<file path="config.mk">
export PLATFORM = sky130hd
export DESIGN_NAME = alu_op_sequencer
export DESIGN_NICKNAME = d
export VERILOG_FILES = /design/src/rtl/alu_defs_pkg.sv /design/src/rtl/alu_seq_settle_counter.sv /design/src/rtl/alu_op_sequencer.sv
export SDC_FILE = /design/constraint.sdc
export NUM_CORES = 1
export LEC_CHECK = 0
export CORE_MARGIN = 2
export CORE_UTILIZATION = 44
export DETAILED_ROUTE_END_ITERATION = 8
export HOLD_SLACK_MARGIN = 0.03
export PLACE_DENSITY = 0.77
export SKIP_LAST_GASP = 1
export SLEW_MARGIN = 20
export SYNTH_ARGS = -nofsm -noshare
export SYNTH_HDL_FRONTEND = slang
export SYNTH_SLANG_ARGS = --single-unit
</file>
<file path="constraint.sdc">
create_clock -name clock -period 1.55 [get_ports clock]
set_input_delay 0.31 -clock clock [delete_from_list [all_inputs] [get_ports clock]]
set_output_delay 0.31 -clock clock [all_outputs]
set_load 0.02 [all_outputs]
</file>
<file path="src/rtl/alu_defs_pkg.sv">
// Shared ALU definitions: opcode constants, default widths and sequencer
// state encodings used by the ALU front-end and later datapath control.
package alu_defs_pkg;

  localparam int unsigned DATA_W_DEF = 8;
  localparam int unsigned OP_W_DEF   = 4;
  localparam int unsigned CNT_W      = 4;

  localparam logic [3:0] OP_AND = 4'b0000;
  localparam logic [3:0] OP_OR  = 4'b0001;
  localparam logic [3:0] OP_NOT = 4'b0010;
  localparam logic [3:0] OP_NEG = 4'b0011;

  typedef enum logic [1:0] {
    IDLE   = 2'd0,
    GET_B  = 2'd1,
    SETTLE = 2'd2,
    DONE   = 2'd3
  } seq_state_t;

endpackage

</file>
<file path="src/rtl/alu_seq_settle_counter.sv">
// 4-bit load/decrement counter with a registered terminal-count flag.
// Ports:
//   clock, clear : clock and synchronous active-high reset
//   load         : load load_val (has priority over dec)
//   load_val     : value to load
//   dec          : decrement by one, saturating at zero
//   tc           : high while the count equals 1
module alu_seq_settle_counter
  import alu_defs_pkg::*;
(
  input  logic             clock,
  input  logic             clear,
  input  logic             load,
  input  logic [CNT_W-1:0] load_val,
  input  logic             dec,
  output logic             tc
);

  logic [CNT_W-1:0] cnt_q;
  logic [CNT_W-1:0] cnt_d;

  // Next count: load wins, decrement stops at zero.
  always_comb begin
    cnt_d = cnt_q;
    if (load) begin
      cnt_d = load_val;
    end else if (dec && (cnt_q != '0)) begin
      cnt_d = cnt_q - CNT_W'(1);
    end
  end

  // tc is computed from the next count so it is valid the cycle the count is 1.
  always_ff @(posedge clock) begin
    if (clear) begin
      cnt_q <= '0;
      tc    <= 1'b0;
    end else begin
      cnt_q <= cnt_d;
      tc    <= (cnt_d == CNT_W'(1));
    end
  end

endmodule

</file>
<file path="src/rtl/alu_op_sequencer.sv">
// Initiator-side front end for the combinational ALU. Collects operand A plus
// opcode, then operand B, from a valid/ready bus; holds them on the ALU inputs
// for SETTLE_CYCLES; captures the ALU result into a Z register and offers it
// on a valid/ready result port.
// Optional feature macro: ALU_OPCODE_CHECK_EN (illegal-opcode detection).
// Ports:
//   clock, clear        : clock and synchronous active-high reset
//   bus_in, op_in       : operand beat data / opcode (opcode with A beat only)
//   bus_valid, bus_ready: operand beat handshake
//   alu_a, alu_b        : registered operands to the ALU
//   alu_opcode          : registered opcode to the ALU
//   alu_result          : combinational ALU output
//   res_out, res_valid  : captured result and its valid
//   res_ready           : consumer accepts result
//   busy                : sequencer not idle
//   err                 : illegal opcode flag for the current result
module alu_op_sequencer
  import alu_defs_pkg::*;
#(
  parameter int unsigned DATA_W        = DATA_W_DEF,
  parameter int unsigned OP_W          = OP_W_DEF,
  parameter int unsigned SETTLE_CYCLES = 1
) (
  input  logic              clock,
  input  logic              clear,
  input  logic [DATA_W-1:0] bus_in,
  input  logic [OP_W-1:0]   op_in,
  input  logic              bus_valid,
  output logic              bus_ready,
  output logic [DATA_W-1:0] alu_a,
  output logic [DATA_W-1:0] alu_b,
  output logic [OP_W-1:0]   alu_opcode,
  input  logic [DATA_W-1:0] alu_result,
  output logic [DATA_W-1:0] res_out,
  output logic              res_valid,
  input  logic              res_ready,
  output logic              busy,
  output logic              err
);

  localparam int unsigned      SETTLE_EFF  = (SETTLE_CYCLES == 0) ? 1 : SETTLE_CYCLES;
  localparam logic [CNT_W-1:0] SETTLE_LOAD = CNT_W'(SETTLE_EFF);

  seq_state_t        state_q;
  seq_state_t        state_d;
  logic [DATA_W-1:0] a_d;
  logic [DATA_W-1:0] b_d;
  logic [OP_W-1:0]   op_d;
  logic [DATA_W-1:0] res_d;
  logic              err_d;
  logic              ill_q;
  logic              ill_d;
  logic              op_illegal_c;
  logic              cnt_load;
  logic              cnt_dec;
  logic              cnt_tc;

`ifdef ALU_OPCODE_CHECK_EN
  localparam logic [OP_W-1:0] OP_MAX = OP_W'(OP_NEG);
  assign op_illegal_c = (op_in > OP_MAX);
`else
  assign op_illegal_c = 1'b0;
`endif

  alu_seq_settle_counter u_settle_cnt (
    .clock    (clock),
    .clear    (clear),
    .load     (cnt_load),
    .load_val (SETTLE_LOAD),
    .dec      (cnt_dec),
    .tc       (cnt_tc)
  );

  // Next-state and datapath register updates.
  always_comb begin
    state_d  = state_q;
    a_d      = alu_a;
    b_d      = alu_b;
    op_d     = alu_opcode;
    res_d    = res_out;
    err_d    = err;
    ill_d    = ill_q;
    cnt_load = 1'b0;
    cnt_dec  = 1'b0;
    case (state_q)
      IDLE: begin
        if (bus_valid) begin
          a_d     = bus_in;
          op_d    = op_in;
          ill_d   = op_illegal_c;
          state_d = GET_B;
        end
      end
      GET_B: begin
        if (bus_valid) begin
          b_d = bus_in;
          // An illegal opcode skips the settle window with a zero result.
          if (ill_q) begin
            res_d   = '0;
            err_d   = 1'b1;
            state_d = DONE;
          end else begin
            cnt_load = 1'b1;
            state_d  = SETTLE;
          end
        end
      end
      SETTLE: begin
        cnt_dec = 1'b1;
        if (cnt_tc) begin
          res_d   = alu_result;
          state_d = DONE;
        end
      end
      DONE: begin
        if (res_ready) begin
          err_d   = 1'b0;
          ill_d   = 1'b0;
          state_d = IDLE;
        end
      end
      default: state_d = IDLE;
    endcase
  end

  // State and output registers; handshake flags follow the next state.
  always_ff @(posedge clock) begin
    if (clear) begin
      state_q    <= IDLE;
      alu_a      <= '0;
      alu_b      <= '0;
      alu_opcode <= '0;
      res_out    <= '0;
      err        <= 1'b0;
      ill_q      <= 1'b0;
      bus_ready  <= 1'b1;
      busy       <= 1'b0;
      res_valid  <= 1'b0;
    end else begin
      state_q    <= state_d;
      alu_a      <= a_d;
      alu_b      <= b_d;
      alu_opcode <= op_d;
      res_out    <= res_d;
      err        <= err_d;
      ill_q      <= ill_d;
      bus_ready  <= (state_d == IDLE) || (state_d == GET_B);
      busy       <= (state_d != IDLE);
      res_valid  <= (state_d == DONE);
    end
  end

endmodule

</file>
==> impl_metrics.yaml, run 1 <==
finish:
  nNetsFinal: 258
  multi_input_combinational_cell_area_um2: 684
  area_taken_by_flip_flops_and_latches_um2: 785
  post_route_cells_drive_above_1_share_pct: 13.7
  area_growth_syn_to_layout_pct: 45.7
  finish.instance_area_mm2: 0.00227
  antenna-diode-count: 0
  nFillCells: 316
die:
  die-area_mm2: 0.00404
  fp-row-count: 21
  floorplan.core_area_mm2: 0.00336
  floorplan.die.width_um: 63.5
  top_level_ports: 56
  die_height_um: 63.5
  floorplan.initialDensity_pct: 46.4
critical_path:
  required_ps: 1850
  crit-reg2reg-launch: "state_q[0]$_SDFF_PP0_"
  worst_r2r_endpoint: "u_settle_cnt.tc$_SDFF_PP0_"
  crit_path_max_fanout: 7
  r2r_setup_slack_ps: 120
  worst_setup_path_end_kind: "flop"
  critPathArrivalTime_ps: 1720
  crit_path_start_kind: "flop"
  r2r.worst_path.cells: 5
  critPathKind: "reg -> reg"
clock_network:
  tritoncts: "yes"
  hold_buffer_count_at_cts: 0
  clock_latency_ps: 340
  cts_sinks: 39
  clk_root_buffer_cell: "sky130_fd_sc_hd__clkbuf_4"
  clock_tree.htree_level_count: 2
  ctsLongestPathBuffers: 2
  clk_transition_reported_paths_ps: 120
  number_of_buffers_added_by_the_clock_tree_synthesis_step: 5
global_route:
  grt-busiest-layer: "met2"
  grt_start_max_net_pins: 13
  grt_pass1_wl_um: 6130
  antenna_found_initial: 0
  grt_use_total_pct: 19.4
  grt_use_met1_pct: 23.4
  global_route.usage.met2_pct: 32.1
  grt_pass1_vias: 1362
  grt-ovfl-total: 0
  gr_util_met3_pct: 5.00
detailed_routing:
  dr.pass1.iters: 4
  drtIter0Drc: 42
  drc_errors: 0
  detail_route.vias_per_cell: 4.96
  vias: 1389
  wl_um: 3750
  avgRoutedWirePerCell_um: 13.4
  final_antenna_net_count: 0
logic_synthesis:
  synth.cell_area_mm2: 0.00156
  synth_cells: 168
  syn-num-nets: 193
  syn_avg_cell_area_um2: 9.28
  synth_cell_types: 35
  synth_area_leaders: "sky130_fd_sc_hd__dfxtp_1 (50%), sky130_fd_sc_hd__mux2i_1 (9.6%), sky130_fd_sc_hd__nand2_1 (7.0%)"
  async_flop_share_pct: 0
  yosys_top_cell_by_area: "sky130_fd_sc_hd__dfxtp_1"
  ys_top_cells_by_count: "sky130_fd_sc_hd__dfxtp_1 (39), sky130_fd_sc_hd__nand2_1 (29), sky130_fd_sc_hd__a21oi_1 (17), sky130_fd_sc_hd__mux2i_1 (15), sky130_fd_sc_hd__nor2_1 (14)"
  synth_seq_cells: 39
  number_of_enable_type_register_cells_in_the_synthesized_netlist: 0
  synthMostInstantiatedCell: "sky130_fd_sc_hd__dfxtp_1"
  yosys_warnings: 0
  dominantRegCellSynth: "sky130_fd_sc_hd__dfxtp_1"
  yosysTopAreaCellShare_pct: 50.1
  synth_seq_area_share_pct: 50.1
timing:
  actual_transition_at_the_worst_max_transition_pin_ps: 342
  grt_setup_unrepaired: "false"
  final.period_utilization_pct: 92.0
  minimum_period_implied_by_the_final_worst_setup_slack_ps: 1430
  accumulated_negative_setup_slack_ps: 0
  timing.max_slew.rel_slack_pct: 77.0
  setup_violation_total_in_the_final_timing_report: 0
  slew_viol_final: 0
  whs_ps: 430
  fmax_ghz: 0.701
  setup_ws_ps: 124
  timing_hold_violations_final: 0
  worst_clock_skew_ps: 9.96
placement:
  port_buffers: 55
  gp_routability_congestion: 0.729
  place_area_mm2: 0.00223
  post-place-ws_ps: -157
  place.detailed.hpwl_um: 2780
outcome:
  result_of_the_run: "complete, no violations"
hold_path:
  hold_end: "err$_SDFFE_PP0P_"
  timing.hold.worst_path_depth: 2
  hold_path.startpoint: "err$_SDFFE_PP0P_"
  worstHoldPathType: "reg -> reg"
power:
  report.power.total_mw: 2.06
  p_per_area_mw_per_mm2: 909
  power.leakage_nw: 1.04
  worst_ir_drop_vdd_uv: 530
flow_run:
  max_cap_viol_count: 0
-- metrics by stage --
step	util (%)	instances
after detailed placement	66.4	272
after global routing	67.5	280
after CTS	67.2	280
after global placement	66.4	272
final	67.5	280
after floorplan	-	168
-- metal layers --
metal  up-vias  part of all wire, %
met5         -                    0
met4         0                  2.0
met3         7                  4.6
met2        34                   51
met1       659                   43
li1        689                    -
-- critical path, stage by stage (launching register included) --
cell                       delay [ps]
sky130_fd_sc_hd__dfxtp_1          510
sky130_fd_sc_hd__buf_4            220
sky130_fd_sc_hd__nand3b_4         100
sky130_fd_sc_hd__and2_0           160
sky130_fd_sc_hd__mux2i_1          200
sky130_fd_sc_hd__o311a_1          190
-- cells in the final DEF (no fill, tap or decap), types with 3 or more instances in the layout --
master                            instances
sky130_fd_sc_hd__nor2_1                  14
sky130_fd_sc_hd__clkdlybuf4s50_1         23
sky130_fd_sc_hd__a21oi_1                 17
sky130_fd_sc_hd__nand2_1                 29
sky130_fd_sc_hd__clkbuf_4                 5
sky130_fd_sc_hd__mux2i_1                 15
sky130_fd_sc_hd__dlygate4sd2_1           32
sky130_fd_sc_hd__nor3_1                   3
sky130_fd_sc_hd__inv_1                    6
sky130_fd_sc_hd__buf_12                   3
sky130_fd_sc_hd__dfxtp_1                 36
sky130_fd_sc_hd__buf_4                   11
sky130_fd_sc_hd__nand3_1                  9
sky130_fd_sc_hd__dfxtp_2                  3
-- repair_timing --
action | 4_1_cts | 5_1_grt
pin swaps | 0 | 0
resized for setup | 32 | 4
buffers inserted | 0 | 0
setup endpoints to repair | 32 | 1
-- final cells by class --
class,count,share of cell area [%]
flip-flops and latches,39,34.5
clock buffers,8,3.03
inverters,6,0.992
well taps,46,2.53
repair buffers,69,28.8
multi-input cells,112,30.1
-- registers in the layout (all words and copies together) (netlist names) --
signal and cells:
alu_a 8, alu_b 8, res_out 8, alu_opcode 4, u_settle_cnt.cnt_q 4, state_q 2, bus_ready 1, busy 1
err 1, res_valid 1, u_settle_cnt.tc 1
-- where the power goes --
group	leakage (nW)	internal, mW	switching [mW]
Combinational	0.678	0.195	0.183
Sequential	0.319	1.05	0.0340
Clock	0.0386	0.267	0.334
-- kinds of logic after synthesis --
family | Yosys count | synth area share, %
DFF | 39 | 50.1
buffers and inverters | 17 | 6.42
xor gates and xnor gates | 1 | 0.562
adders and majority gates | 1 | 0.802
muxes | 15 | 9.63
AOI/OAI and AO/OA | 26 | 10.4
and+or+nand+nor | 69 | 22.2
-- how the worst max path moves through the flow --
stage	start	end	slack [ps]	cells past startpoint
after CTS	state_q[1]$_SDFF_PP0_	u_settle_cnt.tc$_SDFF_PP0_	30	4
after global placement	bus_valid	u_settle_cnt.tc$_SDFF_PP0_	-130	6
after global routing	state_q[0]$_SDFF_PP0_	u_settle_cnt.tc$_SDFF_PP0_	30	5
final	state_q[0]$_SDFF_PP0_	u_settle_cnt.tc$_SDFF_PP0_	120	5
after floorplan	state_q[1]$_SDFF_PP0_	alu_a[0]$_SDFFE_PP0P_	250	6
after detailed placement	bus_valid	alu_a[6]$_SDFFE_PP0P_	-160	6
(Power assumes the default switching activity.)
==> run 2: changes to the inputs <==
- CORE_UTILIZATION: 44 -> 23
- PLACE_DENSITY: 0.77 -> 0.45
==> impl_metrics.yaml, run 2 (synthesized netlist as in run 1, its figures left out) <==
outcome:
  result_of_the_run: "complete, no violations"
critical_path:
  timing.critical_path.slowest_stage_cell: "sky130_fd_sc_hd__clkdlybuf4s50_1"
  worst_r2r_endpoint: "u_settle_cnt.cnt_q[3]$_SDFF_PP0_"
  required_ps: 1240
  crit-reg2reg-launch: "state_q[0]$_SDFF_PP0_"
  critical_path_buf_inv_count: 1
  r2r.worst_path.cells: 5
  worst_setup_path_end_kind: "output pin"
  critical-path-top-delay-family: "buffers and inverters"
  critPathArrivalTime_ps: 1190
  max_stage_delay_ps: 590
  crit_path_start_kind: "flop"
  critPathKind: "reg -> out"
  r2r_setup_slack_ps: 70
  path_cells: "clkdlybuf4s50_1"
  crit_path_max_fanout: 1
finish:
  final-instance-count-excl-fill: 314
  most_common_cell_after_layout_fill_and_taps_aside: "sky130_fd_sc_hd__dfxtp_1"
  multi_input_combinational_cell_area_um2: 678
  antenna-diode-count: 0
  post_route_cells_drive_above_1_share_pct: 13.2
  finish.instance_area_mm2: 0.00238
  area_taken_by_flip_flops_and_latches_um2: 783
  area_growth_syn_to_layout_pct: 52.6
  largest_registers: "alu_a x8, alu_b x8, res_out x8"
  nNetsFinal: 258
  mostFrequentLayoutCells: "sky130_fd_sc_hd__dfxtp_1 (37), sky130_fd_sc_hd__nand2_1 (29), sky130_fd_sc_hd__clkdlybuf4s50_1 (26)"
  nFillCells: 722
detailed_routing:
  drtIter0Drc: 47
  final_antenna_net_count: 0
  detail_route.vias_per_cell: 4.25
  wl_um: 3720
  dr.pass1.iters: 4
  avgRoutedWirePerCell_um: 11.9
  drc_errors: 0
  vias: 1335
hold_path:
  timing.hold.worst_path_depth: 2
  worstHoldPathType: "reg -> reg"
  hold_path.startpoint: "err$_SDFFE_PP0P_"
  hold_end: "err$_SDFFE_PP0P_"
placement:
  gp_routability_congestion: 0.792
  port_buffers: 55
  place_area_mm2: 0.00224
  place.detailed.hpwl_um: 2700
  placedCellCount: 305
timing:
  timing.max_slew.rel_slack_pct: 72.7
  actual_transition_at_the_worst_max_transition_pin_ps: 408
  whs_ps: 443
  setup_violation_total_in_the_final_timing_report: 0
  slew_viol_final: 0
  fmax_ghz: 0.667
  minimum_period_implied_by_the_final_worst_setup_slack_ps: 1500
  worst_clock_skew_ps: 8.21
  timing_hold_violations_final: 0
  final.period_utilization_pct: 96.8
  accumulated_negative_setup_slack_ps: 0
  grt_setup_unrepaired: "true"
global_route:
  grt_pass1_vias: 1254
  antenna_found_initial: 0
  grt-ovfl-total: 0
  grt_pass1_wl_um: 6130
  grt_start_max_net_pins: 16
  grt_use_total_pct: 10.2
clock_network:
  clock_latency_ps: 280
  clk_transition_reported_paths_ps: 80
  cts_sinks: 39
  number_of_buffers_added_by_the_clock_tree_synthesis_step: 5
  clock_tree.htree_level_count: 2
  ctsLongestPathBuffers: 2
  clk_root_buffer_cell: "sky130_fd_sc_hd__clkbuf_8"
  tritoncts: "yes"
  hold_buffer_count_at_cts: 0
die:
  floorplan.die.width_um: 86.3
  die_height_um: 86.3
  fp-row-count: 30
  floorplan.initialDensity_pct: 23.3
  die-area_mm2: 0.00745
  floorplan.core_area_mm2: 0.00668
  top_level_ports: 56
power:
  power.share.combinational_pct: 16.1
  power.internal_mw: 1.77
  p_per_area_mw_per_mm2: 981
  net-switching-power_mw: 0.565
  power.leakage_nw: 1.20
  seq_power_share_pct: 46.5
  worst_ir_drop_vdd_uv: 439
  clockPowerShare_pct: 37.4
  power.switching_fraction_pct: 24.2
flow_run:
  max_cap_viol_count: 0
==> run 2: cell types whose count changed in the layout (fill, tap and decap cells not counted), sizes merged <==
cell / before / now
bufinv: 0 / 1
clkbuf: 8 / 6
clkdlybuf4s50: 23 / 26
clkinv: 0 / 1
dlygate4sd2: 32 / 17
dlymetal6s2s: 0 / 12
==> run 2: layout make-up <==
class | instances | area share [%]
Clock buffer | 6 | 3.47
Sequential cell | 39 | 32.9
Inverter | 6 | 0.947
Tap cell | 80 | 4.21
Clock inverter | 2 | 1.47
Multi-Input combinational cell | 112 | 28.5
Timing Repair Buffer | 69 | 28.5
==> run 2: routing by layer <==
| metal | share of wire, % | GRT usage [%] | vias to the layer above |
|---|---|---|---|
| met1 | 49 | 14.1 | 600 |
| li1 | - | - | 692 |
| met4 | 0 | 2.56 | 0 |
| met3 | 8.8 | 4.76 | 0 |
| met5 | 0 | 0 | - |
| met2 | 42 | 14.2 | 43 |
==> run 2: power groups by stage <==
stage | Combinational [mW] | Clock [mW] | Sequential [mW]
finish | 0.375 | 0.872 | 1.09
global placement | 0.400 | 0 | 1.11
detailed placement | 0.396 | 0 | 1.11
floorplan | 0.174 | 0 | 1.14
CTS | 0.382 | 0.912 | 1.09
global route | 0.406 | 0.963 | 1.09
==> run 2: worst max-delay path by stage <==
stage / slack, ps / to / startpoint / depth (start not counted)
after global placement: -170 / u_settle_cnt.tc$_SDFF_PP0_ / bus_valid / 6
final: 50 / bus_ready / bus_ready$_SDFF_PP1_ / 1
after floorplan: 250 / alu_a[0]$_SDFFE_PP0P_ / state_q[1]$_SDFF_PP0_ / 6
after global routing: -50 / u_settle_cnt.tc$_SDFF_PP0_ / state_q[0]$_SDFF_PP0_ / 4
after CTS: 0.4 / res_out[2] / res_out[2]$_SDFFE_PP0P_ / 1
after detailed placement: -180 / alu_a[6]$_SDFFE_PP0P_ / bus_valid / 6
==> run 2: timing repair <==
action / 4_1_cts / 5_1_grt
buffers inserted: 0 / 1
pin swaps: 0 / 0
setup endpoints to repair: 17 / 14
resized for setup: 17 / 15
==> run 2: metrics by stage <==
stage	util [%]	total power, mW	setup WS (ps)
final	35.6	2.33	49.6
after floorplan	-	1.31	253
after global routing	35.6	2.46	-49.4
after CTS	35.0	2.38	0.394
after global placement	33.6	1.51	-172
after detailed placement	33.6	1.50	-180
